<file path="config.mk">
export PLATFORM = sky130hd
export DESIGN_NAME = debounce_multi
export DESIGN_NICKNAME = d
export VERILOG_FILES = /design/src/rtl/debounce_pkg.sv /design/src/rtl/debounce_chan.sv /design/src/rtl/debounce_multi.sv
export SDC_FILE = /design/constraint.sdc
export NUM_CORES = 1
export LEC_CHECK = 0
export ABC_AREA = 1
export CORE_MARGIN = 2
export CORE_UTILIZATION = 29
export DETAILED_ROUTE_END_ITERATION = 16
export GPL_TIMING_DRIVEN = 0
export PLACE_DENSITY = 0.44
export SLEW_MARGIN = 40
export SYNTH_ARGS = -nofsm -noshare
export SYNTH_HDL_FRONTEND = slang
export SYNTH_SLANG_ARGS = --single-unit
</file>
<file path="constraint.sdc">
create_clock -name clk -period 3.4 [get_ports clk]
set_clock_uncertainty 0.2 [all_clocks]
set_input_delay 0.85 -clock clk [delete_from_list [all_inputs] [get_ports clk]]
set_output_delay 0.85 -clock clk [all_outputs]
set_load 0.005 [all_outputs]
</file>
<file path="src/rtl/debounce_pkg.sv">
// Shared types and elaboration helpers for the multi-channel debouncer.
package debounce_pkg;

  localparam int DWELL_W = 20;

  typedef logic [DWELL_W-1:0] dwell_t;

  // Debounced level of one channel; the encoding equals sig_out.
  typedef enum logic {
    ST_LOW  = 1'b0,
    ST_HIGH = 1'b1
  } chan_state_t;

  function automatic dwell_t max_dwell(input dwell_t a, input dwell_t b);
    return (a > b) ? a : b;
  endfunction

  // Width that can hold every value 0..max(a,b); never below 1.
  function automatic int cnt_width(input dwell_t a, input dwell_t b);
    int w;
    w = $clog2(int'(max_dwell(a, b)) + 1);
    return (w < 1) ? 1 : w;
  endfunction

endpackage

</file>
<file path="src/rtl/debounce_chan.sv">
// One debounce channel: synchroniser, dwell counter, level state and edge pulses.
module debounce_chan
  import debounce_pkg::*;
#(
  parameter dwell_t DWELL_RISE  = 20'd1000,
  parameter dwell_t DWELL_FALL  = 20'd1000,
  parameter int     SYNC_STAGES = 2,
  parameter logic   RESET_VAL   = 1'b0,
  parameter int     CNT_W       = cnt_width(DWELL_RISE, DWELL_FALL)
) (
  input  logic clk,
  input  logic rst_n,
  input  logic sig_in,
  output logic sig_out,
  output logic rise,
  output logic fall
);

  logic [SYNC_STAGES-1:0] sync_q;
  logic                   s_sync;
  chan_state_t            state_q;
  logic [CNT_W-1:0]       cnt_q;
  dwell_t                 target;
  logic                   mismatch;
  logic                   expire;

  // NOTE: the synchroniser is reset to RESET_VAL, not 0, so a channel whose
  // board default is high does not see a false mismatch after reset release.
  always_ff @(posedge clk or negedge rst_n) begin
    if (!rst_n) begin
      sync_q <= {SYNC_STAGES{RESET_VAL}};
    end else begin
      sync_q <= {sync_q[SYNC_STAGES-2:0], sig_in};
    end
  end

  assign s_sync   = sync_q[SYNC_STAGES-1];
  assign target   = (state_q == ST_LOW) ? DWELL_RISE : DWELL_FALL;
  assign mismatch = (s_sync != (state_q == ST_HIGH));
  assign expire   = (dwell_t'(cnt_q) == (target - dwell_t'(1)));

  // NOTE: all state here is sequential, so every assignment is non-blocking;
  // the pulses default low each cycle so they can only last one clock.
  always_ff @(posedge clk or negedge rst_n) begin
    if (!rst_n) begin
      state_q <= RESET_VAL ? ST_HIGH : ST_LOW;
      cnt_q   <= '0;
      rise    <= 1'b0;
      fall    <= 1'b0;
    end else begin
      rise <= 1'b0;
      fall <= 1'b0;
      if (!mismatch) begin
        cnt_q <= '0;
      end else if (expire) begin
        cnt_q <= '0;
        case (state_q)
          ST_LOW: begin
            state_q <= ST_HIGH;
            rise    <= 1'b1;
          end
          default: begin
            state_q <= ST_LOW;
            fall    <= 1'b1;
          end
        endcase
      end else begin
        cnt_q <= cnt_q + 1'b1;
      end
    end
  end

  // The state register itself is the debounced level.
  assign sig_out = (state_q == ST_HIGH);

endmodule

</file>
<file path="src/rtl/debounce_multi.sv">
// N-channel debouncer: per-channel debounce_chan instances plus a sticky pending vector.
module debounce_multi
  import debounce_pkg::*;
#(
  parameter int            N_CH        = 8,
  parameter dwell_t        DWELL_RISE  = 20'd1000,
  parameter dwell_t        DWELL_FALL  = 20'd1000,
  parameter int            SYNC_STAGES = 2,
  parameter logic [N_CH-1:0] RESET_VAL = {N_CH{1'b0}}
) (
  input  logic            clk,
  input  logic            rst_n,
  input  logic [N_CH-1:0] sig_in,
  output logic [N_CH-1:0] sig_out,
  output logic [N_CH-1:0] rise,
  output logic [N_CH-1:0] fall,
  output logic [N_CH-1:0] pending,
  input  logic [N_CH-1:0] pend_clr
);

  localparam int CNT_W = cnt_width(DWELL_RISE, DWELL_FALL);

  if (DWELL_RISE == '0 || DWELL_FALL == '0 || SYNC_STAGES < 2 || N_CH < 1 || N_CH > 32)
  begin : g_bad_params
    $fatal(1, "debounce_multi: illegal parameters (dwell 0, SYNC_STAGES<2 or N_CH outside 1..32)");
  end

  for (genvar i = 0; i < N_CH; i++) begin : g_chan
    debounce_chan #(
      .DWELL_RISE  (DWELL_RISE),
      .DWELL_FALL  (DWELL_FALL),
      .SYNC_STAGES (SYNC_STAGES),
      .RESET_VAL   (RESET_VAL[i]),
      .CNT_W       (CNT_W)
    ) u_chan (
      .clk     (clk),
      .rst_n   (rst_n),
      .sig_in  (sig_in[i]),
      .sig_out (sig_out[i]),
      .rise    (rise[i]),
      .fall    (fall[i])
    );
  end

  // A new event in the same cycle as a clear keeps the bit set.
  always_ff @(posedge clk or negedge rst_n) begin
    if (!rst_n) begin
      pending <= '0;
    end else begin
      pending <= (pending & ~pend_clr) | rise | fall;
    end
  end

endmodule

</file>
==> flow_summary_export.csv, run 1 <==
group,metric,value,unit
status,status,"finished, final reports clean",
layout,area_growth,25.6,%
placed_design,io_buffers,49,
worst_setup_path,crit_path_start_kind,"flop",
layout,nFillCells,1934,
clock_tree,cts_hold_buf,0,
clock_tree,cts_resized,0,
detailed_routing,routedWlPerCell,10.5,um
yosys,netlist-cell-type-count,22,
detailed_routing,avgViaCountPerCell,4.11,
detailed_routing,via_count,3968,
timing,final_hold_viol_count,0,
global_route,antenna_found_initial,0,
timing,rsz0062_at_grt,"false",
yosys,synth-edff-count,0,
die,fp.dieW,145,um
layout,fin_util,37.1,%
yosys,synth_area_leaders,"dfrtp_1 (56%), nor2_1 (8.5%), nand2_1 (5.9%)",
clock_tree,cts_setup_buffers,0,
worst_hold_path,min_from,"g_chan[1].u_chan.sync_q[0]",
worst_setup_path,required,2.35,ns
worst_hold_path,worstHoldPathCells,0,
clock_tree,numCtsBuffers,17,
global_route,grt_use_total,11.0,%
yosys,synth_ff_type,"dfrtp_1",
clock_tree,cts.clk_slew.worst_paths,0.05,ns
worst_setup_path,critPathKind,"flop to output port",
clock_tree,cts_tree,"done",
worst_setup_path,cp_slowest_cell,"clkdlybuf4s50_1",
yosys,synth_common_cells,"nor2_1 (130), dfrtp_1 (128), nand2_1 (90)",
timing,setup_violations,0,
placed_design,hpwl,7110,um
yosys,synth_most_common_cell,"nor2_1",
timing,period_minus_slack,2.47,ns
worst_setup_path,ff2ff_path_depth,6,
power_and_ir_drop,irDropWorstVdd,0.352,mV
timing,clock.fmax,404,MHz
clock_tree,clk_latency,0.41,ns
die,rows,51,
clock_tree,root_buffer,"clkbuf_16",
timing,finalSetupTns,0,ns
clock_tree,cts.sinks,128,
layout,insertedDiodeCount,0,
layout,postLayoutCellArea,0.00723,mm^2
timing,period_share,72.8,%
timing,slew_headroom,63.5,%
worst_setup_path,reg2reg_to,"g_chan[5].u_chan.cnt_q[8]",
global_route,grt_max_degree,72,
detailed_routing,routed_wl,10200,um
detailed_routing,ant_nets,0,
die,die_h,145,um
power_and_ir_drop,p_leak,0.00322,uW
placed_design,gp_congestion,0.775,
yosys,synthesis.instances,621,
clock_tree,htreeDepth,4,
worst_setup_path,worstPathCellList,"buf_4 > clkdlybuf4s50_1",
worst_hold_path,min_to,"g_chan[1].u_chan.sync_q[1]",
layout,finalNonFillerCells,965,
worst_setup_path,end_kind,"output port",
die,design.core.area,0.0195,mm^2
detailed_routing,drcViolationCount,0,
clock_tree,clockBufferDepth,2,
yosys,synth_top_cell_area_share,55.7,%
detailed_routing,drtIter0Drc,231,
yosys,synth_top_area_cell,"dfrtp_1",
timing,holdWs,0.144,ns
die,io_pins,50,
worst_setup_path,r2r_setup_slack,1.83,ns
worst_hold_path,hp-class,"flop to flop",
global_route,grt_pass1_vias,3918,
layout,final_nets,716,
yosys,syn-cell-area,0.00576,mm^2
placed_design,place_inst,936,
layout,drive_above_1_share,15.0,%
yosys,synth_area_per_cell,9.27,um^2
yosys,synth_nets,647,
worst_setup_path,max_stage_delay,0.50,ns
yosys,async_flop_share,100,%
yosys,ys_warn_count,0,
yosys,seq_area_frac_synth,55.7,%
detailed_routing,firstDrtPassIters,4,
timing,worstMarginPinSlew,0.547,ns
die,start_util,29.6,%
global_route,overflow,0,
placed_design,placed_cell_area,0.00661,mm^2
flow_run,maxCapViolCount,0,
global_route,grt_pass1_wl,18100,um
die,die-area,0.0210,mm^2
worst_setup_path,crit_arrival,1.42,ns
worst_setup_path,r2r_start,"g_chan[5].u_chan.cnt_q[0]",
worst_setup_path,cp_max_fo,4,
power_and_ir_drop,power_density,499,mW/mm^2
yosys,synth_seq_cells,128,
timing,maxSlewViolCount,0,
final cells by class:
cell class | instances | area (um^2) | area share (%)
buffer | 24 | 180 | 2.49
clock buffer | 23 | 488 | 6.75
clock inverter | 6 | 130 | 1.80
inverter | 67 | 251 | 3.48
multi-input combinational | 402 | 2120 | 29.3
sequential | 128 | 3200 | 44.3
tap | 265 | 332 | 4.59
timing repair buffer | 50 | 523 | 7.24
stage by stage:
| step | total power (uW) | worst slack (ns) |
|---|---|---|
| 6_report | 3600 | 0.926 |
| 5_1_grt | 3760 | 0.828 |
| 4_1_cts | 3680 | 0.886 |
| 3_5_place_dp | 1730 | 1.34 |
| 3_3_place_gp | 1730 | -3.99 |
| 2_1_floorplan | 1660 | 1.85 |
how the worst max path moves through the flow:
stage	start	end	slack [ns]	cells after the start
3_3_place_gp	rst_n	g_chan[3].u_chan.sync_q[0]	-3.99	1
2_1_floorplan	g_chan[0].u_chan.sig_out	sig_out[0]	1.85	1
4_1_cts	g_chan[0].u_chan.sig_out	sig_out[0]	0.89	2
5_1_grt	g_chan[0].u_chan.sig_out	sig_out[0]	0.83	2
6_report	g_chan[0].u_chan.sig_out	sig_out[0]	0.93	2
3_5_place_dp	g_chan[0].u_chan.sig_out	sig_out[0]	1.34	2
logic make-up after synthesis:
group,Yosys count,share of synthesized area (%)
flops,128,55.7
xor+xnor,25,3.80
fa+ha+maj,8,1.74
buf+inv,91,7.50
simple gates,328,27.5
compound gates,41,3.78
worst max-delay path: cells and delay by family, from the launching register on:
kind	cells	cell delay [ns]
buffers and inverters	2	0.64
flip-flops	1	0.38
cell usage in the layout (no fill, tap or decap), drive strengths merged, types with 18 or more instances in the layout:
| master | count |
|---|---|
| a21oi | 26 |
| nand2 | 100 |
| clkdlybuf4s50 | 48 |
| nand3 | 56 |
| clkbuf | 23 |
| dfrtp | 128 |
| buf | 26 |
| xor2 | 18 |
| inv | 67 |
| nor2 | 149 |
where the power goes:
group	switching (uW)	total, uW	internal, uW
Sequential	19.7	1580	1560
Clock	612	1900	1290
Combinational	78.0	125	47.2
Total	710	3600	2890
layer usage:
metal  up-vias  GRT usage, %  part of all wire, %
met4         0          5.77                  2.3
met1      1823          14.2                   50
met5         -             0                    0
li1       2062             -                    -
met2        64          16.8                   44
met3        19          2.99                  4.2
sequential cells by signal, summed over array words and instances (netlist names):
name,cells
g_chan.u_chan.cnt_q,80
g_chan.u_chan.fall,8
g_chan.u_chan.rise,8
g_chan.u_chan.sig_out,8
g_chan.u_chan.sync_q,16
pending,8
(Power assumes the default switching activity.)
==> inputs of run 2 (changes only) <==
- PLACE_DENSITY: 0.44 -> 0.45
- clock period: 3.4 -> 2.1 ns (I/O delays scaled with it)
==> run 2 against run 1 <==
Net effect: clock power up 49%; non-clock buffer count up 4; core utilization about the same; final cell count up 0.73%; sequential share of layout area about the same; count of clock-buffer cells in the layout up 3; worst hold slack better by 0.0021 ns; die area unchanged; sequential power up 61%; critical path type unchanged; critical endpoint is now pending[0].
==> flow_summary_export.csv, run 2 (synthesis results as in run 1) <==
group,metric,value,unit
power_and_ir_drop,combinationalPowerShare,3.6,%
timing,setup_violations,0,
worst_setup_path,crit_family,"buffers and inverters",
clock_tree,clk_latency,0.41,ns
worst_setup_path,max_stage_delay,0.50,ns
layout,final_common_cell,"nor2_1",
flow_run,maxCapViolCount,0,
layout,fin_util,37.1,%
worst_hold_path,min_from,"g_chan[4].u_chan.sync_q[0]",
detailed_routing,drtIter0Drc,149,
worst_setup_path,cp_slowest_cell,"clkdlybuf4s50_1",
die,die_h,145,um
timing,holdWs,0.146,ns
timing,period_minus_slack,1.97,ns
worst_setup_path,startpoint,"pending[0]",
timing,worstMarginPinSlew,0.495,ns
global_route,overflow,0,
timing,clock.fmax,507,MHz
detailed_routing,routed_wl,9990,um
global_route,grt_max_degree,67,
detailed_routing,via_count,4023,
power_and_ir_drop,p_sw,1150,uW
detailed_routing,avgViaCountPerCell,4.14,
timing,period_share,93.9,%
layout,final_nets,720,
timing,final_hold_viol_count,0,
timing,slew_headroom,67.0,%
detailed_routing,drcViolationCount,0,
worst_setup_path,crit_path_start_kind,"flop",
timing,maxSlewViolCount,0,
power_and_ir_drop,p_leak,0.00349,uW
clock_tree,numCtsBuffers,17,
power_and_ir_drop,seqPwrFrac,45.7,%
layout,drive_above_1_share,15.1,%
worst_setup_path,end_kind,"output port",
detailed_routing,ant_nets,0,
clock_tree,htreeDepth,4,
power_and_ir_drop,irDropWorstVdd,0.615,mV
layout,multi_input_area,0.00212,mm^2
global_route,antenna_found_initial,0,
clock_tree,cts.sinks,128,
clock_tree,cts.clk_slew.worst_paths,0.05,ns
timing,finalSetupTns,0,ns
worst_setup_path,cp_max_fo,2,
power_and_ir_drop,power_density,773,mW/mm^2
status,status,"finished, final reports clean",
power_and_ir_drop,swShare,20.6,%
die,io_pins,50,
layout,area_growth,25.5,%
layout,top_register,"g_chan.u_chan.cnt_q",
die,rows,51,
layout,biggestRegsByFlops,"g_chan.u_chan.cnt_q x80, g_chan.u_chan.sync_q x16",
worst_hold_path,hp-class,"flop to flop",
placed_design,gp_congestion,0.796,
die,die-area,0.0210,mm^2
placed_design,io_buffers,49,
global_route,grt_pass1_wl,17700,um
layout,insertedDiodeCount,0,
die,fp.dieW,145,um
worst_setup_path,crit_arrival,1.25,ns
layout,seqCellArea,0.00320,mm^2
worst_setup_path,r2r_start,"g_chan[5].u_chan.cnt_q[0]",
placed_design,hpwl,6830,um
worst_setup_path,critPathKind,"flop to output port",
worst_setup_path,worstPathCellList,"clkdlybuf4s50_1",
die,start_util,29.6,%
detailed_routing,routedWlPerCell,10.3,um
worst_setup_path,crit_buf_inv,1,
clock_tree,cts_tree,"done",
timing,rsz0062_at_grt,"false",
power_and_ir_drop,clockPowerShare,50.7,%
global_route,grt_pass1_vias,4009,
layout,nFillCells,1934,
worst_setup_path,required,1.37,ns
layout,largest_register_ffs,80,
global_route,grt_use_total,10.7,%
layout,layout.cells.most_common_list,"nor2_1 (130), dfrtp_1 (128), nand2_1 (90), inv_1 (67), nand3_1 (41)",
detailed_routing,firstDrtPassIters,6,
clock_tree,root_buffer,"clkbuf_16",
clock_tree,clockBufferDepth,2,
die,design.core.area,0.0195,mm^2
power_and_ir_drop,p_int,4430,uW
==> run 2: cell count changes in the layout (fill, tap and decap cells not counted) <==
cell,before,now
buf_4,24,27
dlygate4sd2_1,0,13
clkbuf_8,4,3
dlymetal6s2s_1,0,11
bufinv_16,4,2
clkinv_2,2,4
dlygate4sd3_1,0,1
clkbuf_1,2,6
clkdlybuf4s50_1,48,24
==> run 2: area by class of cell <==
cell class / instances / share of cell area [%]
Timing Repair Buffer: 55 / 7.95
Sequential cell: 128 / 44.3
Clock inverter: 6 / 1.11
Buffer: 23 / 2.39
Multi-Input combinational cell: 402 / 29.4
Tap cell: 265 / 4.59
Clock buffer: 26 / 6.77
Inverter: 67 / 3.48
==> run 2: layer usage <==
| metal | up-vias | routed length, um | global-route usage, % |
|---|---|---|---|
| met5 | - | 0 | 0 |
| met4 | 0 | 233 | 5.88 |
| met3 | 13 | 315 | 2.90 |
| met2 | 45 | 4750 | 17.3 |
| met1 | 1892 | 4690 | 12.9 |
| li1 | 2073 | - | - |
==> run 2: power groups by stage <==
| stage | combinational [uW] | sequential [uW] | clock (uW) |
|---|---|---|---|
| after floorplan | 96.5 | 2590 | 0 |
| after global placement | 197 | 2600 | 0 |
| after detailed placement | 209 | 2600 | 0 |
| after CTS | 212 | 2550 | 2940 |
| after global routing | 238 | 2560 | 3040 |
| final | 203 | 2550 | 2830 |
==> run 2: stage by stage <==
step	std cells	worst slack (ns)	total power, uW	instance area (um^2)
detailed placement	936	0.359	2800	6610
global placement	935	-4.91	2790	6580
finish	972	0.128	5580	7220
global route	972	0.0475	5840	7220
CTS	971	0.00223	5700	7190
floorplan	621	0.711	2680	5760
==> run 2: path summary, 6_finish.rpt <==
path	depth (start not counted)	slack, ns	endpoint
worst min-delay path	0	0.15	g_chan[4].u_chan.sync_q[1]
worst min register to register	0	0.15	g_chan[4].u_chan.sync_q[1]
max in group asynchronous	3	0.57	g_chan[4].u_chan.cnt_q[9]
min in group asynchronous	2	0.43	pending[7]
worst max register to register	6	0.56	g_chan[5].u_chan.cnt_q[8]
worst max-delay path	1	0.13	pending[0]
==> run 2: what timing repair did <==
item / in CTS / in global routing
pin swaps: 0 / 0
endpoints found under the setup margin: 14 / 11
hold endpoints to repair: 62 / 0
setup buffers: 3 / 1
resized for setup: 13 / 11
hold buffers: 1 / 0
